--- src/rtl/alu.sv ---
// Single-cycle 32-bit integer ALU with registered result and zero flag.
// The zero flag is derived from the next result so both registers always agree.
module alu (
    input  logic        clk,
    input  logic        rst,
    input  logic [3:0]  ALU_control,
    input  logic [31:0] arg1,
    input  logic [31:0] arg2,
    output logic        Zero,
    output logic [31:0] ALU_result
);

    localparam logic [3:0] OP_AND = 4'b0000;
    localparam logic [3:0] OP_OR  = 4'b0001;
    localparam logic [3:0] OP_ADD = 4'b0010;
    localparam logic [3:0] OP_SUB = 4'b0110;
    localparam logic [3:0] OP_SLT = 4'b0111;
    localparam logic [3:0] OP_NOR = 4'b1100;

    logic [31:0] result_d;
    logic [31:0] result_q;
    logic        zero_d;
    logic        zero_q;

    // Operation decode; SLT uses a true signed compare so it stays correct on overflow.
    always_comb begin
        result_d = 32'h0000_0000;
        case (ALU_control)
            OP_AND:  result_d = arg1 & arg2;
            OP_OR:   result_d = arg1 | arg2;
            OP_ADD:  result_d = arg1 + arg2;
            OP_SUB:  result_d = arg1 - arg2;
            OP_SLT:  result_d = ($signed(arg1) < $signed(arg2)) ? 32'd1 : 32'd0;
            OP_NOR:  result_d = ~(arg1 | arg2);
            default: result_d = 32'h0000_0000;
        endcase
        zero_d = (result_d == 32'h0000_0000);
    end

    // Output registers with synchronous reset.
    always_ff @(posedge clk) begin
        if (rst) begin
            result_q <= 32'h0000_0000;
            zero_q   <= 1'b1;
        end else begin
            result_q <= result_d;
            zero_q   <= zero_d;
        end
    end

    assign ALU_result = result_q;
    assign Zero       = zero_q;

endmodule

--- config.mk ---
export PLATFORM = sky130hd
export DESIGN_NAME = alu
export DESIGN_NICKNAME = d
export VERILOG_FILES = /design/src/rtl/alu.sv
export SDC_FILE = /design/constraint.sdc
export NUM_CORES = 1
export LEC_CHECK = 0
export ABC_AREA = 1
export CAP_MARGIN = 20
export CORE_ASPECT_RATIO = 0.6
export CORE_MARGIN = 1
export CORE_UTILIZATION = 45
export DETAILED_ROUTE_END_ITERATION = 6
export GPL_ROUTABILITY_DRIVEN = 0
export PLACE_DENSITY = 0.64
export SYNTH_ARGS = -nofsm -noshare
export SYNTH_HDL_FRONTEND = slang
export SYNTH_SLANG_ARGS = --single-unit
export TNS_END_PERCENT = 5
--- constraint.sdc ---
create_clock -name clk -period 3.9 [get_ports clk]
set_clock_uncertainty 0.1 [all_clocks]
set_input_delay 1.17 -clock clk [delete_from_list [all_inputs] [get_ports clk]]
set_output_delay 1.17 -clock clk [all_outputs]
set_load 0.005 [all_outputs]
==> metrics.txt <==
status complete, no violations; Util after Layout 0.659; Req. time, crit path 4.03 ns; Worst Setup SP arg2[0]; TritonCTS buffer count 5; Min Clock Period, post-route 3.78 ns; antenna violations before repair 0; CTS tree built; total congestion overflow 0; period utilization 0.970; # DRC 0; CTS max path bufs 2; H-tree depth 2; Syn Inst Count 1453; WP data arrival 3.92 ns; startpoint types input port; first-pass GRT wire length 47.9 mm; VDD IR max 0.163 mV; async set or reset register ratio after synthesis 0; all-layer global routing usage 0.361; via/cell ratio 5.16; Final HPWL DP 26.6 mm; Core Footprint 16400 sq um; Die H 103 um; clock sink count 33; final setup fails 0; I/O pin count 103; Worst setup EP type register; final-stage net count 1920; Starting Density 0.466; Syn. warnings 0; MaxCap Viol Count 0; number of global-route vias before repair 9033; Final Hold Fails 0; Yosys top cell area share 0.227; Port Buffer Count 102; Seq/Total Area, Yosys 0.0865; Post-synth EDFFs 0; count leader, synth nand2_1; post-synth top area cell nand2_1; DR pass1 iterations 7; Mean Syn Cell Area 5.26 sq um; Worst-path clk slew 0.06 ns; synth top area cells nand2_1 23%, ha_1 17%, inv_1 16%; Crit Path Max Fanout 4; Distinct cells, synth 37; Main synth FF type dfxtp_1; Pleak 6.35 nW; Worst Max-Slew Pin Slew 0.552 ns; hold_ws 1.58 ns; Syn Std Cell Area 7640 sq um; die area 17500 sq um; Setup CP Type input port to register; pin count of the biggest net entering global routing 30; type of the tightest min-delay check input port to register; most frequent cells after synthesis 462 x nand2_1, 316 x inv_1, 149 x nor2_1; Power Dens Cells 206 nW/um^2; Std-Cell Rows 36; CTS Root Cell clkbuf_16; Final Max Slew Viols 0; WL per Instance 15.9 um; Routed Wire Length 31.4 mm; Fmax 264 MHz; Die W 170 um; share of cells above drive strength 1 0.175; synthesis-to-finish area growth 41.4%; Post-DRT Antenna Nets 0; hold_sp rst; Seq cells post-synth 33; Initial DRC Count 1349; slew margin rel. 0.631; via count 10188; net count of the mapped netlist 1627
==> per-stage QoR <==
stage | worst slack [ns] | std cells | cell area (sq um) | total power [W] | TNS [ns]
2_1_floorplan | 0.803 | 1453 | 7640 | 0.00102 | 0
3_3_place_gp | -0.229 | 1966 | 10500 | 0.00159 | -0.314
3_5_place_dp | -0.239 | 1966 | 10500 | 0.00160 | -0.302
4_1_cts | 0.0526 | 1974 | 10700 | 0.00215 | 0
5_1_grt | -0.0929 | 1975 | 10800 | 0.00235 | -0.0929
6_report | 0.116 | 1976 | 10800 | 0.00222 | 0
==> path summary, 6_finish.rpt <==
check / endpoint / slack [ns] / depth (start not counted)
min: ALU_result[2]$_SDFF_PP0_ / 1.58 / 2
max: Zero$_SDFF_PP1_ / 0.12 / 19
==> flip-flops by register name (all words and copies together), names as in the netlist <==
signal      flops
ALU_result     32
Zero            1
==> power by group <==
group / internal, W / leakage (nW) / switching [W]
logic: 0.000555 / 5.99 / 0.000765
clock network: 0.000366 / 0.0938 / 0.000178
registers: 0.000354 / 0.269 / 0.00000530
==> worst max-delay path: stages <==
cell,delay (ns)
clkdlybuf4s50_1,0.53
ha_1,0.20
inv_1,0.06
fa_1,0.37
inv_2,0.12
nand3_1,0.12
nand3_2,0.13
nand3_1,0.10
nand3_2,0.12
nand2_1,0.08
nand2_1,0.07
nand2_1,0.05
nand3_1,0.08
nand3_1,0.15
nor2_1,0.14
nand2_1,0.09
nor2_2,0.20
nand3_1,0.10
nand2_1,0.06
==> layout make-up <==
cell class,count,area (sq um)
multi-input cells,1056,5690
fillers,1578,5600
repair buffers,326,2750
inverters,324,1220
flip-flops and latches,33,661
well taps,228,285
clock buffers,5,125
clock inverters,3,65.1
diodes,1,2.50
==> cell families after synthesis <==
group	count (synthesis)	share of synthesized area
DFF	33	0.0865
and+or+nand+nor	817	0.448
AOI/OAI and AO/OA	135	0.109
buffers and inverters	364	0.185
adders and majority gates	104	0.172
==> per-layer routing <==
metal,wire length (um),GRT usage,vias up
met5,0,0,-
met4,316,0.0513,0
met3,5670,0.154,39
met2,10900,0.478,650
met1,14500,0.532,4435
li1,-,-,5064
==> layout by cell type, fill, tap and decap left out, types with 5 or more instances in the layout <==
| cell | instances |
|---|---|
| nand2_1 | 460 |
| inv_1 | 314 |
| buf_4 | 220 |
| nor2_1 | 137 |
| nand3_1 | 137 |
| clkdlybuf4s50_1 | 102 |
| ha_1 | 89 |
| a21oi_1 | 48 |
| dfxtp_1 | 33 |
| a221oi_1 | 26 |
| nor2_2 | 22 |
| o21ai_0 | 22 |
| nand4_1 | 19 |
| a31oi_1 | 17 |
| ha_2 | 13 |
| nand2_2 | 10 |
| nand3_2 | 9 |
| nor3_1 | 8 |
| inv_2 | 7 |
| o21ai_1 | 7 |
| a21oi_2 | 5 |
| o21bai_1 | 5 |
| clkbuf_16 | 5 |
==> timing repair <==
action / in CTS / in global routing
resized for setup: 0 / 44
setup endpoints to repair: 0 / 2
hold buffers: 0 / 0
buffers inserted: 0 / 1
(Power assumes the default switching activity.)
